## src/rtl/video_timing_gen_pkg.sv

```systemverilog
// Mode constants and helpers shared by the video timing generator and its users.
package video_timing_pkg;

    localparam bit SYNC_ACTIVE_LOW  = 1'b0;
    localparam bit SYNC_ACTIVE_HIGH = 1'b1;

    typedef struct packed {
        int h_active;
        int h_fp;
        int h_sync;
        int h_bp;
        int v_active;
        int v_fp;
        int v_sync;
        int v_bp;
        int pclk_khz;
    } video_mode_t;

    localparam video_mode_t MODE_640x480_60 = '{640, 16, 96, 48, 480, 10, 2, 33, 25000};
    localparam video_mode_t MODE_800x600_72 = '{800, 56, 120, 64, 600, 37, 6, 23, 50000};

    function automatic int axis_total(int active, int fp, int sync, int bp);
        return active + fp + sync + bp;
    endfunction

    // Bits needed to hold the value v (at least one).
    function automatic int min_width(int v);
        return (v <= 1) ? 1 : $clog2(v + 1);
    endfunction

endpackage

```

## src/rtl/video_timing_gen_if.sv

```systemverilog
// Pixel-enable in, timing/position out; master is the timing generator.
interface video_timing_gen_if #(
    parameter int XW = 10,
    parameter int YW = 10,
    parameter int FW = 8
);
    logic          pix_en;
    logic [XW-1:0] xpos;
    logic [YW-1:0] ypos;
    logic          hsync;
    logic          vsync;
    logic          de;
    logic          line_start;
    logic          frame_start;
    logic          vblank_start;
    logic [FW-1:0] frame_count;

    modport master (
        input  pix_en,
        output xpos, ypos, hsync, vsync, de,
        output line_start, frame_start, vblank_start, frame_count
    );

    modport slave (
        output pix_en,
        input  xpos, ypos, hsync, vsync, de,
        input  line_start, frame_start, vblank_start, frame_count
    );
endinterface

```

## src/rtl/video_timing_gen_axis_counter.sv

```systemverilog
// One timing axis: position counter plus registered active/sync flags decoded
// from the next count, so the flags always describe the count they sit beside.
module video_axis_counter
    import video_timing_pkg::*;
#(
    parameter int ACTIVE = 640,
    parameter int FP     = 16,
    parameter int SYNC   = 96,
    parameter int BP     = 48,
    parameter bit POL    = SYNC_ACTIVE_LOW,
    parameter int W      = 10
) (
    input  logic         clk25,
    input  logic         reset,
    input  logic         adv,
    output logic [W-1:0] count,
    output logic         wrap,
    output logic         active,
    output logic         sync
);
    localparam int          TOTAL      = axis_total(ACTIVE, FP, SYNC, BP);
    localparam logic [W-1:0] LAST       = W'(TOTAL - 1);
    localparam logic [W-1:0] ACTIVE_END = W'(ACTIVE);
    localparam logic [W-1:0] SYNC_FIRST = W'(ACTIVE + FP);
    localparam logic [W-1:0] SYNC_LAST  = W'(ACTIVE + FP + SYNC - 1);

    if (ACTIVE < 1 || FP < 1 || SYNC < 1 || BP < 1) begin : g_bad_lengths
        $error("video_axis_counter: every active/porch/sync length must be >= 1");
    end
    if (min_width(TOTAL - 1) > W) begin : g_bad_width
        $error("video_axis_counter: W too narrow for TOTAL-1");
    end

    logic [W-1:0] count_reg;
    logic [W-1:0] count_next;
    logic         active_reg;
    logic         sync_reg;

    assign wrap       = adv && (count_reg == LAST);
    assign count_next = wrap ? '0 : count_reg + W'(1);

    // Reset parks on the last back-porch position so the first advance lands on 0.
    always_ff @(posedge clk25) begin
        if (reset) begin
            count_reg  <= LAST;
            active_reg <= 1'b0;
            sync_reg   <= ~POL;
        end else if (adv) begin
            count_reg  <= count_next;
            active_reg <= (count_next < ACTIVE_END);
            sync_reg   <= (count_next >= SYNC_FIRST && count_next <= SYNC_LAST) ? POL : ~POL;
        end
    end

    assign count  = count_reg;
    assign active = active_reg;
    assign sync   = sync_reg;

endmodule

```

## src/rtl/video_timing_gen.sv

```systemverilog
// Parametrised VGA-style timing generator: counters, syncs, display enable,
// line/frame/vblank strobes and a frame counter, all aligned to xpos/ypos.
module video_timing_gen
    import video_timing_pkg::*;
#(
    parameter int H_ACTIVE = 640,
    parameter int H_FP     = 16,
    parameter int H_SYNC   = 96,
    parameter int H_BP     = 48,
    parameter int V_ACTIVE = 480,
    parameter int V_FP     = 10,
    parameter int V_SYNC   = 2,
    parameter int V_BP     = 33,
    parameter bit H_POL    = SYNC_ACTIVE_LOW,
    parameter bit V_POL    = SYNC_ACTIVE_LOW,
    parameter int XW       = 10,
    parameter int YW       = 10,
    parameter int FW       = 8
) (
    input  logic                clk25,
    input  logic                reset,
    video_timing_gen_if.master  vt
);
    localparam logic [YW-1:0] V_LAST_ACTIVE = YW'(V_ACTIVE - 1);

    if (FW < 1) begin : g_bad_fw
        $error("video_timing_gen: FW must be >= 1");
    end

    logic [XW-1:0] h_count;
    logic [YW-1:0] v_count;
    logic          h_wrap, v_wrap;
    logic          h_active, v_active;
    logic          h_sync, v_sync;

    video_axis_counter #(
        .ACTIVE(H_ACTIVE), .FP(H_FP), .SYNC(H_SYNC), .BP(H_BP), .POL(H_POL), .W(XW)
    ) u_h (
        .clk25(clk25), .reset(reset), .adv(vt.pix_en),
        .count(h_count), .wrap(h_wrap), .active(h_active), .sync(h_sync)
    );

    // The vertical axis steps only on the horizontal wrap, so vsync moves with ypos.
    video_axis_counter #(
        .ACTIVE(V_ACTIVE), .FP(V_FP), .SYNC(V_SYNC), .BP(V_BP), .POL(V_POL), .W(YW)
    ) u_v (
        .clk25(clk25), .reset(reset), .adv(h_wrap),
        .count(v_count), .wrap(v_wrap), .active(v_active), .sync(v_sync)
    );

    logic          line_start_reg;
    logic          frame_start_reg;
    logic          vblank_start_reg;
    logic [FW-1:0] frame_count_reg;

    // Strobes decode the position being entered; h_wrap means the next xpos is 0.
    always_ff @(posedge clk25) begin
        if (reset) begin
            line_start_reg   <= 1'b0;
            frame_start_reg  <= 1'b0;
            vblank_start_reg <= 1'b0;
            frame_count_reg  <= '1;
        end else if (vt.pix_en) begin
            line_start_reg   <= h_wrap;
            frame_start_reg  <= v_wrap;
            vblank_start_reg <= h_wrap && (v_count == V_LAST_ACTIVE);
            if (v_wrap) begin
                frame_count_reg <= frame_count_reg + FW'(1);
            end
        end
    end

    assign vt.xpos         = h_count;
    assign vt.ypos         = v_count;
    assign vt.hsync        = h_sync;
    assign vt.vsync        = v_sync;
    assign vt.de           = h_active & v_active;
    assign vt.line_start   = line_start_reg;
    assign vt.frame_start  = frame_start_reg;
    assign vt.vblank_start = vblank_start_reg;
    assign vt.frame_count  = frame_count_reg;

endmodule

```

## src/flat_wrapper.sv

```systemverilog
// flat-port wrapper written by rule: the top's interface ports become plain ports
module video_timing_gen_flat import video_timing_pkg::*;
#(
    parameter int H_ACTIVE = 640,
    parameter int H_FP     = 16,
    parameter int H_SYNC   = 96,
    parameter int H_BP     = 48,
    parameter int V_ACTIVE = 480,
    parameter int V_FP     = 10,
    parameter int V_SYNC   = 2,
    parameter int V_BP     = 33,
    parameter bit H_POL    = SYNC_ACTIVE_LOW,
    parameter bit V_POL    = SYNC_ACTIVE_LOW,
    parameter int XW       = 10,
    parameter int YW       = 10,
    parameter int FW       = 8
)
  (clk25, reset, vt_pix_en, vt_xpos, vt_ypos, vt_hsync, vt_vsync, vt_de, vt_line_start, vt_frame_start, vt_vblank_start, vt_frame_count);
  video_timing_gen_if #(.XW(XW), .YW(YW), .FW(FW)) vt_i ();
  input  logic clk25;
  input  logic reset;
  input wire logic [$bits(vt_i.pix_en)-1:0] vt_pix_en;
  output wire logic [$bits(vt_i.xpos)-1:0] vt_xpos;
  output wire logic [$bits(vt_i.ypos)-1:0] vt_ypos;
  output wire logic [$bits(vt_i.hsync)-1:0] vt_hsync;
  output wire logic [$bits(vt_i.vsync)-1:0] vt_vsync;
  output wire logic [$bits(vt_i.de)-1:0] vt_de;
  output wire logic [$bits(vt_i.line_start)-1:0] vt_line_start;
  output wire logic [$bits(vt_i.frame_start)-1:0] vt_frame_start;
  output wire logic [$bits(vt_i.vblank_start)-1:0] vt_vblank_start;
  output wire logic [$bits(vt_i.frame_count)-1:0] vt_frame_count;
  assign vt_i.pix_en = vt_pix_en;
  assign vt_xpos = vt_i.xpos;
  assign vt_ypos = vt_i.ypos;
  assign vt_hsync = vt_i.hsync;
  assign vt_vsync = vt_i.vsync;
  assign vt_de = vt_i.de;
  assign vt_line_start = vt_i.line_start;
  assign vt_frame_start = vt_i.frame_start;
  assign vt_vblank_start = vt_i.vblank_start;
  assign vt_frame_count = vt_i.frame_count;
  video_timing_gen #(.H_ACTIVE(H_ACTIVE), .H_FP(H_FP), .H_SYNC(H_SYNC), .H_BP(H_BP), .V_ACTIVE(V_ACTIVE), .V_FP(V_FP), .V_SYNC(V_SYNC), .V_BP(V_BP), .H_POL(H_POL), .V_POL(V_POL), .XW(XW), .YW(YW), .FW(FW)) u_core (.clk25(clk25), .reset(reset), .vt(vt_i));
endmodule
```

## config.mk

```make
export PLATFORM = sky130hd
export DESIGN_NAME = video_timing_gen_flat
export DESIGN_NICKNAME = d
export VERILOG_FILES = /design/src/rtl/video_timing_gen_pkg.sv /design/src/rtl/video_timing_gen_if.sv /design/src/rtl/video_timing_gen_axis_counter.sv /design/src/rtl/video_timing_gen.sv /design/src/flat_wrapper.sv
export SDC_FILE = /design/constraint.sdc
export NUM_CORES = 1
export LEC_CHECK = 0
export CORE_MARGIN = 1
export CORE_UTILIZATION = 55
export CTS_CLUSTER_DIAMETER = 60
export CTS_CLUSTER_SIZE = 8
export DETAILED_ROUTE_END_ITERATION = 7
export GPL_TIMING_DRIVEN = 0
export PLACE_DENSITY = 0.84
export SYNTH_ARGS = -nofsm -noshare
export SYNTH_HDL_FRONTEND = slang
export SYNTH_HIERARCHICAL = 1
export SYNTH_SLANG_ARGS = --single-unit
```

## constraint.sdc

```tcl
create_clock -name clk25 -period 7.8 [get_ports clk25]
set_input_delay 1.17 -clock clk25 [delete_from_list [all_inputs] [get_ports clk25]]
set_output_delay 1.17 -clock clk25 [all_outputs]
set_load 0.1 [all_outputs]
```

==> flow_summary_export.csv, run 1 <==
group,metric,value,unit
sta,fin_crit,3.52,ns
route,drtAntennaViolNets,0,
worst_setup_path,crit_arrival,3.81,ns
layout,fin_nets,274,
yosys,syn-num-nets,231,
floorplanning,coreArea,0.00334,mm²
yosys,ys_seq_area_share,36.6,%
sta,timing.fmax,284,MHz
layout,register_area,701,µm²
grt,grt_max_degree,14,
clock_tree,clkTransAtPathRegs,0.12,ns
power_and_ir_drop,swShare,39.2,%
sta,rsz0062_at_grt,"no",
floorplanning,die_w,61.0,µm
layout,multi_input_area,0.00111,mm²
route,drc_errors,0,
grt,first_global_vias,1505,
yosys,syn_avg_cell_area,8.55,µm²
worst_setup_path,worstSetupPathType,"input pin to flip-flop",
route,firstDrtPassIters,4,
worst_setup_path,worstPathMaxFanout,13,
worst_setup_path,worstSetupStartpointType,"input pin",
sta,hold_viol_final,0,
floorplanning,io_pins,37,
clock_tree,htree_levels,2,
floorplanning,dieArea,0.00372,mm²
sta,setup_violations,0,
yosys,async_flop_share,0,%
yosys,ys_seq_elements,35,
yosys,synth.distinct_cells,57,
place,place_inst,306,
clock_tree,clk_path_buf_depth,2,
place,place_congestion,0.837,
route,drtIter0Drc,165,
power_and_ir_drop,power_leakage,0.883,nW
yosys,yosysWarnings,6,
sta,slew_headroom,33.5,%
place,io_buffers,36,
grt,grt_use_total,25.2,%
clock_tree,clk_latency,0.35,ns
layout,num-fill-cells,264,
yosys,syn_area,0.00192,mm²
layout,final_cell_area,0.00241,mm²
clock_tree,cts-buffers-inserted,5,
layout,area_growth,26.1,%
sta,fin_hold_ws,0.483,ns
clock_tree,cts_tree,"done",
worst_hold_path,hold_path_class,"flip-flop to flip-flop",
floorplanning,core.rowCount,21,
sta,finClkSkew,0.0169,ns
yosys,synth_top_flop_cell,"dfxtp_1",
worst_setup_path,cp.required,8.09,ns
sta,worst_pin_slew,0.995,ns
power_and_ir_drop,vdd_drop_max,0.176,mV
layout,diodes,0,
place,dp_hpwl,2.84,mm
yosys,synth_top_area_share,36.6,%
sta,tns,0,ns
sta,slew_violations,0,
power_and_ir_drop,p_per_area,207,mW/mm²
clock_tree,postCtsHoldBufs,0,
grt,overflow,0,
clock_tree,clock_sinks,35,
worst_setup_path,worstSetupEndpointType,"flip-flop",
yosys,synth_enable_flop_cells,0,
power_and_ir_drop,power_switching,0.196,mW
layout,drive_gt1_share,10.1,%
route,via_count,1859,
route,wire_per_inst,13.5,µm
flow_run,cap_violations,0,
floorplanning,die-height,61.0,µm
outcome,status,"complete, no violations",
power_and_ir_drop,combPwrFrac,33.3,%
place,placed_cell_area,0.00233,mm²
route,drt-total-wl,4.23,mm
grt,grt_pass1_wl,6.91,mm
yosys,yosysTopAreaCell,"dfxtp_1",
power_and_ir_drop,pwr-share-seq,40.3,%
power_and_ir_drop,power,0.500,mW
grt,antenna_found_initial,0,
clock_tree,cts_setup_buffers,0,
route,vias_per_cell,5.92,
sta,period_share,45.1,%
layout,finalNonFillerCells,314,
power_and_ir_drop,clkPwrFrac,26.4,%
yosys,synth_area_leaders,"dfxtp_1 37%, nand3_1 4.2%, nor2_1 3.9%",
clock_tree,root_buffer,"clkbuf_4",
yosys,synth_cells,224,
power_and_ir_drop,p_int,0.304,mW
clock_tree,cts_resized,0,
floorplanning,initial_core_util,57.4,%
## logic make-up after synthesis
kind of cell               share of synthesized area [%]
AOI/OAI and AO/OA                                   17.3
xor gates and xnor gates                            5.03
adders and majority gates                           2.61
buffers and inverters                               5.23
DFF                                                 36.6
muxes                                               1.05
and+or+nand+nor                                     32.2
## cells in the final DEF (no fill, tap or decap), drive strengths merged, types with 7 or more instances in the layout
master         Yosys  routed
a21oi             10      10
clkbuf             2       7
nand3             16      16
nand4             10      10
clkdlybuf4s50      0      36
dfxtp             35      35
nand2             16      16
buf                8       8
nor2              20      20
xnor2              7       7
o21ai             13      13
## path summary, 6_finish.rpt
check | startpoint | to | slack, ns | cells past startpoint
worst max-delay path | vt_pix_en | u_core/vt.frame_count[5]$_SDFFE_PP1P_ | 4.28 | 10
worst min-delay path | u_core/vt.vblank_start$_SDFFE_PP0P_ | u_core/vt.vblank_start$_SDFFE_PP0P_ | 0.48 | 2
worst max register to register | u_core/u_h/count[0]$_SDFFE_PP1P_ | u_core/vt.frame_count[5]$_SDFFE_PP1P_ | 4.89 | 10
worst min register to register | u_core/vt.vblank_start$_SDFFE_PP0P_ | u_core/vt.vblank_start$_SDFFE_PP0P_ | 0.48 | 2
## per-stage QoR
stage / util, % / worst slack, ns
3_3_place_gp: 69.9 / 3.99
6_report: 72.4 / 4.28
3_5_place_dp: 69.9 / 3.99
5_1_grt: 72.4 / 4.15
4_1_cts: 72.4 / 4.33
2_1_floorplan: - / 4.49
## routing by layer
layer	track usage [%]	vias up	part of all wire, %
met2	38.5	62	45
met5	0	-	0
met1	34.9	871	47
met4	7.79	0	1.1
li1	-	921	-
met3	6.93	5	6.7
## power by group through the flow
stage	Sequential, mW	Clock, mW	Combinational [mW]
final	0.201	0.132	0.167
after global routing	0.203	0.142	0.177
after CTS	0.201	0.134	0.166
after detailed placement	0.206	0	0.165
after global placement	0.205	0	0.164
after floorplan	0.272	0	0.0639
## cell usage after synthesis, types with 5 or more instances
cell type and n:
dfxtp_1 35, nor2_1 20, nand3_1 16, nand2_1 15
a21oi_1 10, nand4_1 8, o21ai_0 7, xnor2_1 7
inv_1 6, nand2b_1 5, o21ai_1 5
## area by class of cell
type	instances	share of cell area, %
Timing Repair Buffer	36	14.9
Multi-Input combinational cell	171	46.2
Inverter	8	1.30
Clock inverter	3	1.81
Tap cell	46	2.38
Buffer	10	2.85
Clock buffer	5	1.55
Sequential cell	35	29.0
## critical path, cell delays in order
cell and delay, ns:
clkdlybuf4s50_1 0.60, nand4b_1 0.17, or3_4 0.38, clkinv_2 0.17, nor2b_1 0.21, and3_1 0.19, buf_6 0.17, nand2_2 0.12
or4_1 0.54, nand3_1 0.10
Power figures use the tool's default switching activity.
==> run 2, diff against run 1 <==
--- a/config.mk
+++ b/config.mk
@@ -6,12 +6,12 @@
 export NUM_CORES = 1
 export LEC_CHECK = 0
 export CORE_MARGIN = 1
-export CORE_UTILIZATION = 55
+export CORE_UTILIZATION = 46
 export CTS_CLUSTER_DIAMETER = 60
 export CTS_CLUSTER_SIZE = 8
 export DETAILED_ROUTE_END_ITERATION = 7
 export GPL_TIMING_DRIVEN = 0
-export PLACE_DENSITY = 0.84
+export PLACE_DENSITY = 0.75
 export SYNTH_ARGS = -nofsm -noshare
 export SYNTH_HDL_FRONTEND = slang
 export SYNTH_HIERARCHICAL = 1
==> constraint.sdc (replaced) <==
create_clock -name clk25 -period 3 [get_ports clk25]
set_input_delay 0.45 -clock clk25 [delete_from_list [all_inputs] [get_ports clk25]]
set_output_delay 0.45 -clock clk25 [all_outputs]
set_load 0.1 [all_outputs]
==> flow_summary_export.csv, run 2 (synthesis results as in run 1) <==
group,metric,value,unit
outcome,status,"complete, no violations",
place,placed_cell_area,0.00234,mm²
grt,grt_use_total,20.9,%
worst_setup_path,worstSetupPathType,"input pin to flip-flop",
route,firstDrtPassIters,4,
sta,period_share,94.6,%
floorplanning,core.rowCount,23,
sta,fin_ws,0.162,ns
layout,diodes,0,
sta,rsz0062_at_grt,"no",
worst_setup_path,cp.required,3.22,ns
sta,finClkSkew,0.00826,ns
layout,fin_nets,274,
clock_tree,cts-buffers-inserted,5,
floorplanning,die_w,66.5,µm
route,drtIter0Drc,104,
worst_setup_path,ff2ff_path_depth,10,
route,drtAntennaViolNets,0,
clock_tree,clock_sinks,35,
route,via_count,1819,
place,place_congestion,0.888,
place,pre_cts_ws,-0.0956,ns
worst_setup_path,reg2reg_from,"u_core/u_h/count[0]$_SDFFE_PP1P_",
grt,grt_pass1_wl,7.11,mm
worst_setup_path,reg2reg_to,"u_core/vt.frame_count[5]$_SDFFE_PP1P_",
place,io_buffers,36,
clock_tree,cts_setup_buffers,0,
clock_tree,cts_tree,"done",
worst_hold_path,worstHoldPathCells,2,
sta,worst_pin_slew,0.977,ns
layout,final_cell_area,0.00243,mm²
power_and_ir_drop,p_per_area,535,mW/mm²
layout,drive_gt1_share,11.6,%
layout,layout_common_cells,"36 x clkdlybuf4s50_1, 30 x dfxtp_1, 20 x nor2_1, 16 x nand3_1, 15 x nand2_1",
clock_tree,clk_latency,0.28,ns
clock_tree,htree_levels,2,
sta,fin_crit,2.84,ns
clock_tree,clk_path_buf_depth,2,
floorplanning,initial_core_util,47.9,%
clock_tree,clkTransAtPathRegs,0.07,ns
sta,slew_violations,0,
worst_hold_path,holdPathEnd,"u_core/vt.frame_start$_SDFFE_PP0P_",
grt,grt_max_degree,14,
grt,overflow,0,
route,vias_per_cell,5.74,
grt,first_global_vias,1484,
clock_tree,root_buffer,"clkbuf_8",
floorplanning,io_pins,37,
route,wire_per_inst,13.8,µm
worst_setup_path,worstSetupEndpointType,"flip-flop",
sta,timing.fmax,352,MHz
worst_hold_path,min_from,"u_core/vt.frame_start$_SDFFE_PP0P_",
layout,post-route-util,60.8,%
sta,setup_violations,0,
clock_tree,cts_resized,0,
floorplanning,coreArea,0.00400,mm²
worst_setup_path,worstPathMaxFanout,13,
layout,area_growth,27.0,%
floorplanning,die-height,66.5,µm
sta,fin_hold_ws,0.475,ns
power_and_ir_drop,vdd_drop_max,0.268,mV
flow_run,cap_violations,0,
grt,antenna_found_initial,0,
clock_tree,postCtsHoldBufs,0,
floorplanning,dieArea,0.00443,mm²
route,drc_errors,0,
worst_setup_path,worstSetupStartpointType,"input pin",
worst_setup_path,crit_arrival,3.06,ns
sta,tns,0,ns
layout,final_common_cell,"clkdlybuf4s50_1",
sta,hold_viol_final,0,
worst_setup_path,r2r_setup_slack,0.21,ns
route,drt-total-wl,4.39,mm
sta,slew_headroom,34.7,%
worst_hold_path,hold_path_class,"flip-flop to flip-flop",
power_and_ir_drop,power_leakage,0.883,nW
place,dp_hpwl,3.03,mm
-- run 2: cell count changes in the layout (fill, tap and decap cells not counted) --
cell       previous run  this run
clkbuf_8              0         6
clkbuf_4              5         0
dfxtp_1              35        30
dfxtp_2               0         5
bufinv_16             1         0
clkinv_4              1         0
-- run 2: layer usage --
metal / routed length [µm] / part of all wire (%) / vias up / global-route usage, %
met1: 2160 / 49 / 854 / 29.7
li1: - / - / 920 / -
met2: 1990 / 45 / 40 / 30.7
met4: 57 / 1.3 / 0 / 8.24
met5: 0 / 0 / - / 0
met3: 187 / 4.3 / 5 / 4.11
-- run 2: critical path, stage by stage --
cell             delay (ns)
clkdlybuf4s50_1        0.60
nand4b_1               0.18
or3_4                  0.38
clkinv_2               0.16
nor2b_1                0.18
and3_1                 0.19
buf_6                  0.18
nand2_2                0.12
or4_1                  0.51
nand3_1                0.10
-- run 2: per-stage QoR --
stage               power (mW)  cells
floorplan                0.875    224
global placement         0.964    310
detailed placement       0.967    310
CTS                       1.32    317
global route              1.37    317
finish                    1.30    317
-- run 2: worst max path at each step --
stage / start / to / slack, ns / depth (start not counted)
final: vt_pix_en / u_core/vt.frame_count[5]$_SDFFE_PP1P_ / 0.16 / 10
after global routing: vt_pix_en / u_core/vt.frame_count[5]$_SDFFE_PP1P_ / 0.02 / 10
after global placement: vt_pix_en / u_core/vt.frame_count[5]$_SDFFE_PP1P_ / -0.08 / 10
after CTS: vt_pix_en / u_core/vt.frame_count[5]$_SDFFE_PP1P_ / 0.19 / 10
after floorplan: u_core/u_h/count[8]$_SDFFE_PP1P_ / u_core/vt.frame_count[7]$_SDFFE_PP1P_ / 0.02 / 9
after detailed placement: vt_pix_en / u_core/vt.frame_count[5]$_SDFFE_PP1P_ / -0.1 / 10
-- run 2: report_power, final --
| part | internal, mW | switching, mW | total (mW) |
|---|---|---|---|
| logic | 0.124 | 0.311 | 0.435 |
| registers | 0.493 | 0.0321 | 0.525 |
| clock network | 0.180 | 0.161 | 0.341 |
-- run 2: cell type report --
cell class	count	area, µm²
Multi-Input combinational cell	171	1110
Clock buffer	6	82.6
Inverter	8	31.3
Fill cell	400	1570
Timing Repair Buffer	36	360
Buffer	10	68.8
Clock inverter	1	5.00
Sequential cell	35	707
Tap cell	50	62.6
==> run 3, diff against run 2 <==
--- a/config.mk
+++ b/config.mk
@@ -7,7 +7,6 @@
 export LEC_CHECK = 0
 export CORE_MARGIN = 1
 export CORE_UTILIZATION = 46
-export CTS_CLUSTER_DIAMETER = 60
 export CTS_CLUSTER_SIZE = 8
 export DETAILED_ROUTE_END_ITERATION = 7
 export GPL_TIMING_DRIVEN = 0
==> results of run 3 <==
No change in the layout: final DEF, timing and power equal those of run 2.
